--- src/rtl/rgb_colour_sequencer_if.sv ---
// ---------------------------------------------------------------------------
// rgb_colour_sequencer_if
// Control and colour-output bundle between the doorbell controller and the
// RGB colour sequencer.
//   button : start/pause toggle level (debounced, clk-synchronous)
//   step   : single-colour advance request, honoured in PAUSE only
//   stop   : synchronous return to IDLE
//   rgb    : 24-bit colour word {R,G,B}
//   sel    : 1 selects the sequencer colour, 0 selects white downstream
//   colour : colour index, 1..6
// master = controller side, slave = sequencer side.
// ---------------------------------------------------------------------------
interface rgb_colour_sequencer_if;
    logic        button;
    logic        step;
    logic        stop;
    logic [23:0] rgb;
    logic        sel;
    logic [2:0]  colour;

    modport master (
        output button, step, stop,
        input  rgb, sel, colour
    );

    modport slave (
        input  button, step, stop,
        output rgb, sel, colour
    );
endinterface

--- src/rtl/rgb_colour_sequencer.sv ---
// ---------------------------------------------------------------------------
// rgb_colour_sequencer
// Steps a colour index 1..6 through a fixed RGB table at a rate of one colour
// per HOLD_CYCLES clocks, under start/pause (button edge), step and stop
// control. All outputs are registered; there is no input-to-output
// combinational path.
// Ports:
//   clk   : clock, all state changes on the rising edge
//   rst_n : asynchronous active-low reset
//   bus   : rgb_colour_sequencer_if.slave (button/step/stop in,
//           rgb/sel/colour out)
// ---------------------------------------------------------------------------
module rgb_colour_sequencer #(
    parameter int HOLD_CYCLES = 4
) (
    input  logic                          clk,
    input  logic                          rst_n,
    rgb_colour_sequencer_if.slave         bus
);

    localparam int PW = $clog2(HOLD_CYCLES);
    localparam logic [PW-1:0] PRESC_TC = PW'(HOLD_CYCLES - 1);

    localparam logic [1:0] ST_IDLE  = 2'd0;
    localparam logic [1:0] ST_RUN   = 2'd1;
    localparam logic [1:0] ST_PAUSE = 2'd2;

    logic [1:0]    state_q,  state_d;
    logic [2:0]    colour_q, colour_d;
    logic [23:0]   rgb_q,    rgb_d;
    logic          sel_q,    sel_d;
    logic [PW-1:0] presc_q,  presc_d;
    logic          btn_q;

    logic          btn_rise;
    logic          advance;
    logic [2:0]    colour_nxt;

    function automatic logic [23:0] col2rgb(input logic [2:0] c);
        case (c)
            3'd1:    col2rgb = 24'h0000FF;
            3'd2:    col2rgb = 24'h00FF00;
            3'd3:    col2rgb = 24'h00FFFF;
            3'd4:    col2rgb = 24'hFF0000;
            3'd5:    col2rgb = 24'hFF00FF;
            3'd6:    col2rgb = 24'hFFFF00;
            default: col2rgb = 24'h0000FF;
        endcase
    endfunction

    assign btn_rise   = bus.button & ~btn_q;
    // 6 wraps to 1; 0 and 7 are unreachable.
    assign colour_nxt = (colour_q >= 3'd6) ? 3'd1 : colour_q + 3'd1;

    always_comb begin
        state_d  = state_q;
        colour_d = colour_q;
        presc_d  = presc_q;
        advance  = 1'b0;

        if (bus.stop) begin
            state_d  = ST_IDLE;
            colour_d = 3'd1;
            presc_d  = '0;
        end else begin
            case (state_q)
                ST_IDLE: begin
                    presc_d = '0;
                    if (btn_rise) begin
                        state_d = ST_RUN;
                    end
                end
                ST_RUN: begin
                    if (presc_q == PRESC_TC) begin
                        advance = 1'b1;
                        presc_d = '0;
                    end else begin
                        presc_d = presc_q + PW'(1);
                    end
                    // Prescaler value carried into PAUSE is irrelevant:
                    // it is cleared on resume.
                    if (btn_rise) begin
                        state_d = ST_PAUSE;
                    end
                end
                ST_PAUSE: begin
                    advance = bus.step;
                    if (btn_rise) begin
                        state_d = ST_RUN;
                        presc_d = '0;
                    end
                end
                default: begin
                    state_d  = ST_IDLE;
                    colour_d = 3'd1;
                    presc_d  = '0;
                end
            endcase
            if (advance) begin
                colour_d = colour_nxt;
            end
        end

        // rgb and sel are registered from next-state so they move on the
        // same edge as colour/state.
        rgb_d = col2rgb(colour_d);
        sel_d = (state_d == ST_RUN) || (state_d == ST_PAUSE);
    end

    always_ff @(posedge clk or negedge rst_n) begin
        if (!rst_n) begin
            state_q  <= ST_IDLE;
            colour_q <= 3'd1;
            rgb_q    <= 24'h0000FF;
            sel_q    <= 1'b0;
            presc_q  <= '0;
            // Held-high button at reset release must not look like an edge.
            btn_q    <= 1'b1;
        end else begin
            state_q  <= state_d;
            colour_q <= colour_d;
            rgb_q    <= rgb_d;
            sel_q    <= sel_d;
            presc_q  <= presc_d;
            btn_q    <= bus.button;
        end
    end

    assign bus.rgb    = rgb_q;
    assign bus.sel    = sel_q;
    assign bus.colour = colour_q;

endmodule

--- src/flat_wrapper.sv ---
// flat-port wrapper written by rule: the top's interface ports become plain ports
module rgb_colour_sequencer_flat 
#(
    parameter int HOLD_CYCLES = 4
)
  (clk, rst_n, bus_button, bus_step, bus_stop, bus_rgb, bus_sel, bus_colour);
  rgb_colour_sequencer_if bus_i ();
  input  logic clk;
  input  logic rst_n;
  input wire logic [$bits(bus_i.button)-1:0] bus_button;
  input wire logic [$bits(bus_i.step)-1:0] bus_step;
  input wire logic [$bits(bus_i.stop)-1:0] bus_stop;
  output wire logic [$bits(bus_i.rgb)-1:0] bus_rgb;
  output wire logic [$bits(bus_i.sel)-1:0] bus_sel;
  output wire logic [$bits(bus_i.colour)-1:0] bus_colour;
  assign bus_i.button = bus_button;
  assign bus_i.step = bus_step;
  assign bus_i.stop = bus_stop;
  assign bus_rgb = bus_i.rgb;
  assign bus_sel = bus_i.sel;
  assign bus_colour = bus_i.colour;
  rgb_colour_sequencer #(.HOLD_CYCLES(HOLD_CYCLES)) u_core (.clk(clk), .rst_n(rst_n), .bus(bus_i));
endmodule
--- config.mk ---
export PLATFORM = sky130hd
export DESIGN_NAME = rgb_colour_sequencer_flat
export DESIGN_NICKNAME = d
export VERILOG_FILES = /design/src/rtl/rgb_colour_sequencer_if.sv /design/src/rtl/rgb_colour_sequencer.sv /design/src/flat_wrapper.sv
export SDC_FILE = /design/constraint.sdc
export NUM_CORES = 1
export LEC_CHECK = 0
export BUFFER_PORTS_ARGS = -buffer_cell sky130_fd_sc_hd__buf_4
export CORE_UTILIZATION = 50
export DETAILED_ROUTE_END_ITERATION = 8
export PLACE_DENSITY = 0.82
export REMOVE_ABC_BUFFERS = 1
export SYNTH_ARGS = -nofsm -noshare
export SYNTH_HDL_FRONTEND = slang
export SYNTH_SLANG_ARGS = --single-unit
export TNS_END_PERCENT = 50
--- constraint.sdc ---
create_clock -name clk -period 3.7 [get_ports clk]
set_input_delay 0.37 -clock clk [delete_from_list [all_inputs] [get_ports clk]]
set_output_delay 0.37 -clock clk [all_outputs]
set_load 0.02 [all_outputs]
======== Word level (Yosys, flattened, before mapping) ========
Index checks and enable logic that the tools add are counted.
storage, ports and cells
  word-level logic and storage cells ...... 42
  output and inout bits ................... 28
  input port bits ......................... 5
  bits in registers ....................... 33
cells by class
  equality and inequality tests ........... 11
  $lt $le $gt $ge ......................... 1
  bitwise logic cells ..................... 2
  mux-type cells .......................... 16
  add/subtract/negate cells ............... 2
  reductions and logical operators ........ 4
operator list
  cell                                                    number
  case mux 24 bit (5 select lines)                        1
  2-to-1 mux 2 bit                                        6
  2-to-1 mux 3 bit                                        4
  equality test 3 bit (second input constant)             3
  case mux 2 bit (2 select lines)                         2
  equality test 2 bit (second input constant)             3
  equality test 3 x 2 -> 1 bit (second input constant)    2
  equality test 2 x 1 -> 1 bit (second input constant)    2
  adder 3 x 1 -> 3 bit (second input constant)            1
  >= comparator 3 bit (second input constant)             1
  inequality test 3 x 2 -> 1 bit (second input constant)  1
  OR reduction 3 bit                                      1
  adder 2 x 1 -> 2 bit (second input constant)            1
  logical NOT 2 bit                                       1
  2-to-1 mux 1 bit                                        2
  case mux 1 bit (2 select lines)                         1
  OR reduction 2 bit                                      1
  AND 1 bit                                               1
  logical OR 1 bit                                        1
  inverter 1 bit                                          1

======== Longest topological paths before layout ========
Gate-level depths: netlist of run 1.
  word-level depth ........................ 8
  gate-level depth with buffers ........... 6
  depth with buffers taken out ............ 6

======== Least setup slack after synthesis of run 1 ========
No wires, ideal clock.
  path type ............................... register -> register
  start ................................... reg u_core.state_q[0]
  end ..................................... reg u_core.rgb_q[22] (netlist: u_core.bus.rgb[22])
  stages on the path, launching flop included .. 7
  slack ................................... 2.107 ns
  data arrival time ....................... 1.489 ns
  setup time .............................. 0.104 ns
  cells stage by stage .................... dfrtp_1 > inv_1 > ha_1 > a22oi_1 > o21ai_0 > o22a_1 > a221oi_1
between the ends
  cells in the longest elaborated chain, start to end .. 7
ends and longest elaborated chain
  what                                                                          line                                                    RTL
  start: declaration                                                            rgb_colour_sequencer.sv:28                              logic [1:0] state_q, state_d;
  start signal: assignment                                                      rgb_colour_sequencer.sv:120                             state_q <= state_d;
  equality test 2 bit, or another cell as far along                             rgb_colour_sequencer.sv:66                              case (state_q)
  case mux 1 bit (2 select lines) / OR reduction 3 bit (equally long branches)  n/a
  2-to-1 mux 1 bit / 2-to-1 mux 3 bit (equally long branches)                   rgb_colour_sequencer.sv:61, rgb_colour_sequencer.sv:66
  2-to-1 mux 3 bit (*)                                                          rgb_colour_sequencer.sv:99                              if (advance) begin
  2-to-1 mux 3 bit (*)                                                          rgb_colour_sequencer.sv:61                              if (bus.stop) begin
  equality test 3 bit / equality test 3 x 2 -> 1 bit (equally long branches)    rgb_colour_sequencer.sv:40                              case (c)
  case mux 24 bit (5 select lines) (*)                                          rgb_colour_sequencer.sv:40
  end signal: assignment                                                        rgb_colour_sequencer.sv:122                             rgb_q <= rgb_d;
  end: declaration                                                              rgb_colour_sequencer.sv:30                              logic [23:0] rgb_q, rgb_d;
Mark *: on every way between the ends. The rest lies on a longest branch, timed or not. The select of a mux whose other input is x is not followed.
A chain may end at the register's enable or synchronous reset.

======== Worst setup path after layout of run 1 ========
Same ends and word-level chain as after synthesis.

==> metrics, run 1 <==
status=completed; post-route cell area=975 um2; Die H=42.7 um; Routed wire per std cell=13.6 um; clock skew=4.20 ps; initial antenna violation count=0; Port-buffer cells=32; via count=675; placed cells=113; first-pass GRT wire length=2680 um; DR DRC count=0; Fmax=527 MHz; Initial DRT Pass Iterations=5; RSZ-0062 raised after global routing=false; met3 WL=172 um; slowest cell delay on critical path=380 ps; slowest stage cell, crit path=dfrtp_1; Worst setup EP type=flip-flop; hpwl dp=1220 um; proportion of layout cells with a drive suffix above 1=0.451; YS warnings=0; Arrival @ worst endpoint=2060 ps; nets@finish=114; Reg area=304 um2; crit-path cells=inv_1, ha_1, a22oi_1, o21ai_0, o22a_1, a221oi_1; CP Max Fanout=6; kind of cell adding the most delay to the critical path=compound AO/OA/AOI/OAI gates; vias in the first global route=621; Avg Cell Area, Syn=9.54 um2; Syn Inst Count=87; routability cong.=0.827; Initial Util=0.544; Reg clk slew, reported paths=70 ps; Buf/Inv on CP=1; area fraction of the dominant cell type after synthesis=0.271; Core Util, Final=0.640; Worst Hold Class=in -> reg; leakage power=0.478 nW; Setup CP Type=reg -> reg; most common cell after layout, fill and taps aside=buf_4; # resized after CTS=0; DRT met1 WL=663 um; Layout area overhead=17.5%; Congestion Overflow GR=0; Core Region=0.00152 mm2; flop and latch count out of synthesis=12; Vias/cell=5.72; Num CTS Buffers=3; # IOs=33; maximum VDD drop=0.179 mV; placed cell area=928 um2; DR iter-0 viols=17; Setup Viol. Count Final=0; Final Hold Fails=0; root buffer cell=clkbuf_4; startpoint types=flip-flop; hold_buf cts=1; routed wire length=1610 um; setup bufs post-CTS=0; # rows=14; Post-Syn Area=830 um2; post-route setup TNS=0 ps; max_cap viols=0; Final Cycle Share=0.513; count of different cell masters after synthesis=27; fin. max-slew vios=0; pin count of the biggest net entering global routing=13; Period minus WS final=1900 ps; PwrDens=304 mW/mm2; Slew @ Worst Pin=396 ps; commonest cells after routing, fill and taps aside=32 x buf_4, 9 x dfrtp_1; clock sink count=12; critical path required time=3860 ps; Die X-Extent=42.7 um; Antenna Violating Nets Remaining=0; met2 WL=726 um; Bufs on Longest Clock Path=2; post-synth top area cell=dfrtp_1; Die Area=0.00183 mm2; ANT cells=0; top routing layer used=met4; sequential share of the synthesized area=0.367; Clock Latency Late Sink=280 ps; CTS H-tree lvls=1; top post-synthesis cells by area=dfrtp_1 27%, buf_4 19%, dfstp_2 9.5%; Non-Filler Instances=118; Fillers=128; multi-input gate area in the final layout=345 um2; Tot GR Track Use=0.203; CTS tree=built; slew margin rel.=0.733
==> layout make-up <==
type | instances | area share
flip-flops and latches | 12 | 0.312
inverters | 5 | 0.0193
clock buffers | 4 | 0.0372
multi-input cells | 48 | 0.354
well taps | 16 | 0.0205
repair buffers | 33 | 0.257
==> through the flow <==
stage / hold slack (ps) / power, mW / worst slack (ps)
detailed placement: 215 / 0.190 / 1860
floorplan: 74.4 / 0.171 / 2090
global route: 197 / 0.310 / 1630
global placement: 214 / 0.188 / 2040
finish: 204 / 0.296 / 1800
CTS: 204 / 0.298 / 1840
==> metal layers <==
metal  up-vias  global-route usage
met2        49               0.333
li1        317                   -
met3         7              0.0596
met4         0               0.131
met5         -                   0
met1       302               0.225
==> cells by family (layout without fill, tap and decap cells) <==
logic type | Yosys count | count (layout) | synth area share
buffers and inverters | 27 | 42 | 0.217
AOI/OAI and AO/OA | 20 | 20 | 0.187
and+or+nand+nor | 20 | 20 | 0.115
adders and majority gates | 6 | 6 | 0.0905
muxes | 1 | 1 | 0.0136
DFF | 12 | 12 | 0.367
xor gates and xnor gates | 1 | 1 | 0.0106
==> Yosys cell counts <==
cell type,number
o22a_1,1
a21oi_1,6
nand2_1,6
o22ai_1,1
mux2_2,1
o21bai_1,2
inv_1,5
nand3_1,6
a2111oi_2,2
clkbuf_1,1
nand2b_2,1
ha_1,6
dfrtp_1,9
o221a_2,1
a22oi_1,1
xor2_1,1
nor2_1,4
a22o_1,1
nor2b_1,1
nand4_1,1
buf_4,21
a221oi_1,1
a21oi_2,1
dfstp_2,3
or2_2,1
o211ai_1,2
o21ai_0,1
==> worst register-to-register path, delay by kind of cell (launching register included) <==
kind            cells  cell delay (ps)
flops               1              380
compound gates      4             1020
buf+inv             1              100
fa+ha+maj           1              270
==> where the power goes <==
group / switching, mW / total, mW / internal (mW) / leakage [nW]
clock: 0.0481 / 0.108 / 0.0600 / 0.0210
combinational: 0.0281 / 0.0479 / 0.0198 / 0.302
sequential: 0.00333 / 0.140 / 0.137 / 0.155
total: 0.0796 / 0.296 / 0.217 / 0.478
==> final timing paths <==
kind | start | endpoint | slack [ps] | cells after the start
min in group asynchronous | rst_n | u_core.bus.rgb[15] | 460 | 2
min | bus_button | u_core.btn_q | 200 | 1
max | u_core.state_q[0] | u_core.bus.rgb[22] | 1800 | 6
max reg2reg | u_core.state_q[0] | u_core.bus.rgb[22] | 1800 | 6
min reg2reg | u_core.presc_q[1] | u_core.presc_q[1] | 570 | 2
max in group asynchronous | rst_n | u_core.btn_q | 3010 | 2
==> flip-flops by register name, summed over array words and instances, names as in the netlist <==
| signal | count |
|---|---|
| u_core.btn_q | 1 |
| u_core.bus.colour | 3 |
| u_core.bus.rgb | 3 |
| u_core.bus.sel | 1 |
| u_core.presc_q | 2 |
| u_core.state_q | 2 |
Power figures use the tool's default switching activity.
==> inputs of run 2 (changes only) <==
--- a/config.mk
+++ b/config.mk
@@ -5,10 +5,11 @@
 export SDC_FILE = /design/constraint.sdc
 export NUM_CORES = 1
 export LEC_CHECK = 0
+export ABC_AREA = 1
 export BUFFER_PORTS_ARGS = -buffer_cell sky130_fd_sc_hd__buf_4
-export CORE_UTILIZATION = 50
+export CORE_UTILIZATION = 48
 export DETAILED_ROUTE_END_ITERATION = 8
-export PLACE_DENSITY = 0.82
+export PLACE_DENSITY = 0.78
 export REMOVE_ABC_BUFFERS = 1
 export SYNTH_ARGS = -nofsm -noshare
 export SYNTH_HDL_FRONTEND = slang
==> constraint.sdc (replaced) <==
create_clock -name clk -period 1.8 [get_ports clk]
set_input_delay 0.18 -clock clk [delete_from_list [all_inputs] [get_ports clk]]
set_output_delay 0.18 -clock clk [all_outputs]
set_load 0.02 [all_outputs]
==> metrics, run 2 <==
critical path required time=1960 ps; CTS tree=built; Initial DRT Pass Iterations=4; async set-reset flop share out of synthesis=1.00; Post-Syn Area=878 um2; routability cong.=0.802; Final Cycle Share=0.816; CTS H-tree lvls=1; Antenna Violating Nets Remaining=0; initial antenna violation count=0; Syn Inst Count=105; Non-Filler Instances=147; slew margin rel.=0.852; # IOs=33; startpoint types=flip-flop; Switching Fraction=0.283; Slew @ Worst Pin=221 ps; PwrDens=552 mW/mm2; CP Max Fanout=5; fin. max-slew vios=0; post-route setup TNS=0 ps; setup bufs post-CTS=0; hold_buf cts=1; Tot GR Track Use=0.154; clock skew=4.52 ps; top-count cell post-synth=buf_4; pin count of the biggest net entering global routing=13; Routed wire per std cell=9.54 um; Reg area=304 um2; combinational power share=0.185; Congestion Overflow GR=0; DR DRC count=0; RSZ-0062 raised after global routing=false; most frequent cells after synthesis=21 x buf_4, 20 x nand2_1, 10 x inv_1; proportion of layout cells with a drive suffix above 1=0.467; Setup Viol. Count Final=0; commonest cells after routing, fill and taps aside=32 x buf_4, 20 x nand2_1, 10 x inv_1, 9 x dfrtp_1, 7 x nand2_2; Vias/cell=4.44; placed cell area=992 um2; Num CTS Buffers=3; CP most frequent cell=nand2_2; YS warnings=0; root buffer cell=clkbuf_4; first-pass GRT wire length=2240 um; multi-input gate area in the final layout=363 um2; nets@finish=134; # resized after CTS=0; Worst setup startpoint=u_core.state_q[1]; placed cells=141; Worst setup EP type=flip-flop; flop and latch count out of synthesis=12; Bufs on Longest Clock Path=2; setup ws final=332 ps; Fmax=681 MHz; Clock Power Share=0.306; count of different cell masters after synthesis=23; Setup CP Type=reg -> reg; leakage power=0.604 nW; sequential share of the synthesized area=0.346; Clock Latency Late Sink=270 ps; Final Hold Fails=0; vias in the first global route=580; Arrival @ worst endpoint=1630 ps; post-synth top area cell=dfrtp_1; routed wire length=1400 um; hpwl dp=1130 um; slowest stage cell, crit path=dfrtp_1; via count=652; EDFF count, synth=0; Avg Cell Area, Syn=8.37 um2; top_reg_cell synth=dfrtp_1; Core Region=0.00173 mm2; post-route cell area=0.00104 mm2; Sequential Power Share=0.509; dpl ws=339 ps; status=completed; Initial Util=0.509; ANT cells=0; Period minus WS final=1470 ps; Die X-Extent=44.8 um; crit-path cells=inv_1, ha_1, nand2_2, nand2_2, nand2_4, nand2_2, nand2_1, nor2_2, a21oi_2; Sw Pwr=0.162 mW; # rows=15; most common cell after layout, fill and taps aside=buf_4; Die H=44.8 um; Layout area overhead=18.2%; Core Util, Final=0.601; Hold Path Origin=bus_stop; Int Power=0.411 mW; Die Area=0.00200 mm2; Reg clk slew, reported paths=80 ps; slowest cell delay on critical path=410 ps; area fraction of the dominant cell type after synthesis=0.256; Reg-to-Reg Start=u_core.state_q[1]; Port-buffer cells=32; Fillers=161; clock sink count=12; max_cap viols=0; top post-synthesis cells by area=dfrtp_1 26%, buf_4 18%, dfstp_2 9.0%; maximum VDD drop=0.439 mV; DR iter-0 viols=13; Worst Hold Class=in -> reg
[run 2: path summary, 6_finish.rpt]
| kind | slack [ps] | to | depth (start not counted) |
|---|---|---|---|
| max | 330 | u_core.bus.rgb[15] | 9 |
| min | 230 | u_core.bus.rgb[15] | 4 |
| max reg2reg | 330 | u_core.bus.rgb[15] | 9 |
| min reg2reg | 550 | u_core.presc_q[1] | 2 |
| max in group asynchronous | 1290 | u_core.bus.rgb[7] | 2 |
| min in group asynchronous | 270 | u_core.bus.sel | 2 |
[run 2: per-layer routing]
metal,share of wire,track usage,vias to the layer above
li1,-,-,333
met3,0.048,0.0400,3
met1,0.45,0.180,298
met4,0.016,0.0848,0
met2,0.48,0.259,18
met5,0,0,-
[run 2: cell families after synthesis]
logic type | synth area share
adders and majority gates | 0.0855
xor gates and xnor gates | 0.00997
DFF | 0.346
buffers and inverters | 0.241
and+or+nand+nor | 0.275
AOI/OAI and AO/OA | 0.0427
[run 2: power by group through the flow]
stage | registers (mW) | logic (mW) | clock network [mW]
after floorplan | 0.308 | 0.0530 | 0
after detailed placement | 0.297 | 0.104 | 0
after global placement | 0.296 | 0.102 | 0
after CTS | 0.292 | 0.106 | 0.182
after global routing | 0.294 | 0.118 | 0.203
final | 0.291 | 0.106 | 0.175
[run 2: worst max-delay path: cells and delay by family, from the launching register on]
kind            cells  cell delay [ps]
compound gates      1               70
fa+ha+maj           1              250
buf+inv             1              110
flops               1              410
simple gates        6              510
[run 2: cell type report]
type                            count  share of cell area
Sequential cell                    12               0.293
Timing Repair Buffer               34               0.251
Inverter                           14              0.0518
Clock buffer                        4              0.0253
Multi-Input combinational cell     58               0.349
Tap cell                           25              0.0301
[run 2: stage by stage]
step | hold WS, ps | total power [mW]
finish | 230 | 0.573
global route | 222 | 0.615
detailed placement | 30.0 | 0.400
floorplan | -116 | 0.361
CTS | 14.4 | 0.580
global placement | 25.9 | 0.398
==> inputs of run 3 (changes only) <==
--- a/config.mk
+++ b/config.mk
@@ -5,9 +5,9 @@
 export SDC_FILE = /design/constraint.sdc
 export NUM_CORES = 1
 export LEC_CHECK = 0
-export ABC_AREA = 1
+export ABC_AREA = 0
 export BUFFER_PORTS_ARGS = -buffer_cell sky130_fd_sc_hd__buf_4
-export CORE_UTILIZATION = 48
+export CORE_UTILIZATION = 47
 export DETAILED_ROUTE_END_ITERATION = 8
 export PLACE_DENSITY = 0.78
 export REMOVE_ABC_BUFFERS = 1
==> constraint.sdc (replaced) <==
create_clock -name clk -period 1.4 [get_ports clk]
set_input_delay 0.14 -clock clk [delete_from_list [all_inputs] [get_ports clk]]
set_output_delay 0.14 -clock clk [all_outputs]
set_load 0.02 [all_outputs]
==> metrics, run 3 (synthesis gave the netlist of run 1 again) <==
routability cong.=0.818; leakage power=0.602 nW; pin count of the biggest net entering global routing=13; commonest cells after routing, fill and taps aside=50 x buf_4, 8 x dfrtp_1, 5 x nand2_1, 5 x nand3_1; dpl ws=-275 ps; RSZ-0062 raised after global routing=true; clock sink count=12; root buffer cell=clkbuf_4; slowest cell delay on critical path=460 ps; Congestion Overflow GR=0; Setup Viol. Count Final=8; Non-Filler Instances=140; Reg clk slew, reported paths=70 ps; Clock Latency Late Sink=280 ps; maximum VDD drop=0.762 mV; DR DRC count=3; Final Hold Fails=0; vias in the first global route=760; Worst setup EP type=flip-flop; ANT cells=0; setup ws final=-235 ps; DR iter-0 viols=27; Tot GR Track Use=0.265; status=finished, violations left; Initial DRT Pass Iterations=8; Clock Power Share=0.304; fin. max-slew vios=0; Period minus WS final=1630 ps; R2R setup slack=-230 ps; CTS H-tree lvls=1; Core Util, Final=0.814; Switching Fraction=0.282; failing checks=DRC, setup timing; # IOs=33; Die X-Extent=44.0 um; R2R cell count=6; first-pass GRT wire length=3590 um; Vias/cell=5.77; nets@finish=136; Sw Pwr=0.254 mW; Sequential Power Share=0.416; slew margin rel.=0.776; Int Power=0.646 mW; Num CTS Buffers=3; Fmax=612 MHz; # rows=14; Worst setup startpoint=u_core.state_q[1]; combinational power share=0.280; Bufs on Longest Clock Path=2; CP Max Fanout=3; RR Endpoint=u_core.bus.rgb[15]; Final Cycle Share=1.17; clock skew=1.97 ps; crit path capture=u_core.bus.rgb[15]; max_cap viols=0; hpwl dp=1390 um; CTS tree=built; initial antenna violation count=0; Antenna Violating Nets Remaining=0; Worst Hold Class=in -> reg; Arrival @ worst endpoint=1860 ps; proportion of layout cells with a drive suffix above 1=0.661; startpoint types=flip-flop; Die H=44.0 um; Routed wire per std cell=17.7 um; Core Region=0.00158 mm2; PwrDens=701 mW/mm2; crit-path cells=inv_4, ha_4, buf_6, nand4_1, a21oi_2, o221a_2; most common cell after layout, fill and taps aside=buf_4; Setup CP Type=reg -> reg; critical path required time=1620 ps; Die Area=0.00194 mm2; via count=808; Initial Util=0.526; Reg-to-Reg Start=u_core.state_q[1]; Port-buffer cells=32; routed wire length=2480 um; Layout area overhead=54.8%; slowest stage cell, crit path=dfrtp_2; Fillers=85; Slew @ Worst Pin=336 ps; placed cells=128
## run 3: cell types whose count changed in the layout (fill, tap and decap cells not counted), moves of 3 or more
cell,change
nand2_1,-15
buf_4,+18
inv_1,-7
ha_4,+4
ha_1,-4
nand2_2,-6
buf_6,+3
nor2_2,-3
## run 3: worst max-delay path: cells and delay by family (launching register included)
kind / cells / cell delay (ps)
compound gates: 2 / 520
fa+ha+maj: 1 / 280
buf+inv: 2 / 180
flops: 1 / 460
simple gates: 1 / 140
## run 3: area by class of cell
class | count | area (um2) | share of cell area
Sequential cell | 12 | 305 | 0.238
Inverter | 5 | 21.3 | 0.0166
Timing Repair Buffer | 55 | 429 | 0.334
Multi-Input combinational cell | 48 | 472 | 0.367
Clock buffer | 4 | 36.3 | 0.0283
Tap cell | 16 | 20.0 | 0.0156
## run 3: how the worst min path moves through the flow
stage,slack [ps],endpoint,from,cells past startpoint
global placement,-10,u_core.bus.sel,rst_n,1
finish,120,u_core.bus.rgb[22],bus_stop,2
floorplan,-160,u_core.bus.colour[1],rst_n,0
detailed placement,-10,u_core.state_q[1],rst_n,1
global route,110,u_core.bus.rgb[22],bus_stop,2
CTS,110,u_core.bus.rgb[22],bus_stop,2
## run 3: power groups by stage
stage          logic [mW]  clock network, mW  registers [mW]
3_5_place_dp        0.158                  0           0.376
2_1_floorplan      0.0651                  0           0.388
4_1_cts             0.224              0.285           0.373
3_3_place_gp        0.153                  0           0.375
6_report            0.252              0.274           0.374
5_1_grt             0.265              0.294           0.375
## run 3: through the flow
| step | setup TNS (ps) | power, mW | hold WS [ps] | area [um2] |
|---|---|---|---|---|
| 5_1_grt | -1330 | 0.934 | 111 | 1280 |
| 3_3_place_gp | -1310 | 0.529 | -13.0 | 1040 |
| 4_1_cts | -483 | 0.882 | 109 | 1260 |
| 6_report | -1170 | 0.900 | 117 | 1280 |
| 3_5_place_dp | -1890 | 0.534 | -11.2 | 1040 |
| 2_1_floorplan | -509 | 0.453 | -156 | 668 |
## run 3: layer usage
metal,up-vias,GRT usage,share of wire
li1,358,-,-
met1,387,0.264,0.36
met2,51,0.479,0.53
met3,12,0.0776,0.068
met4,0,0.158,0.044
met5,-,0,0
## run 3: what timing repair did
item / in CTS / in global routing
resized for setup: 23 / 4
pin swaps: 6 / 3
hold buffers: 2 / 0
endpoints found under the hold margin: 13 / 0
setup endpoints to repair: 9 / 8
setup buffers: 6 / 0
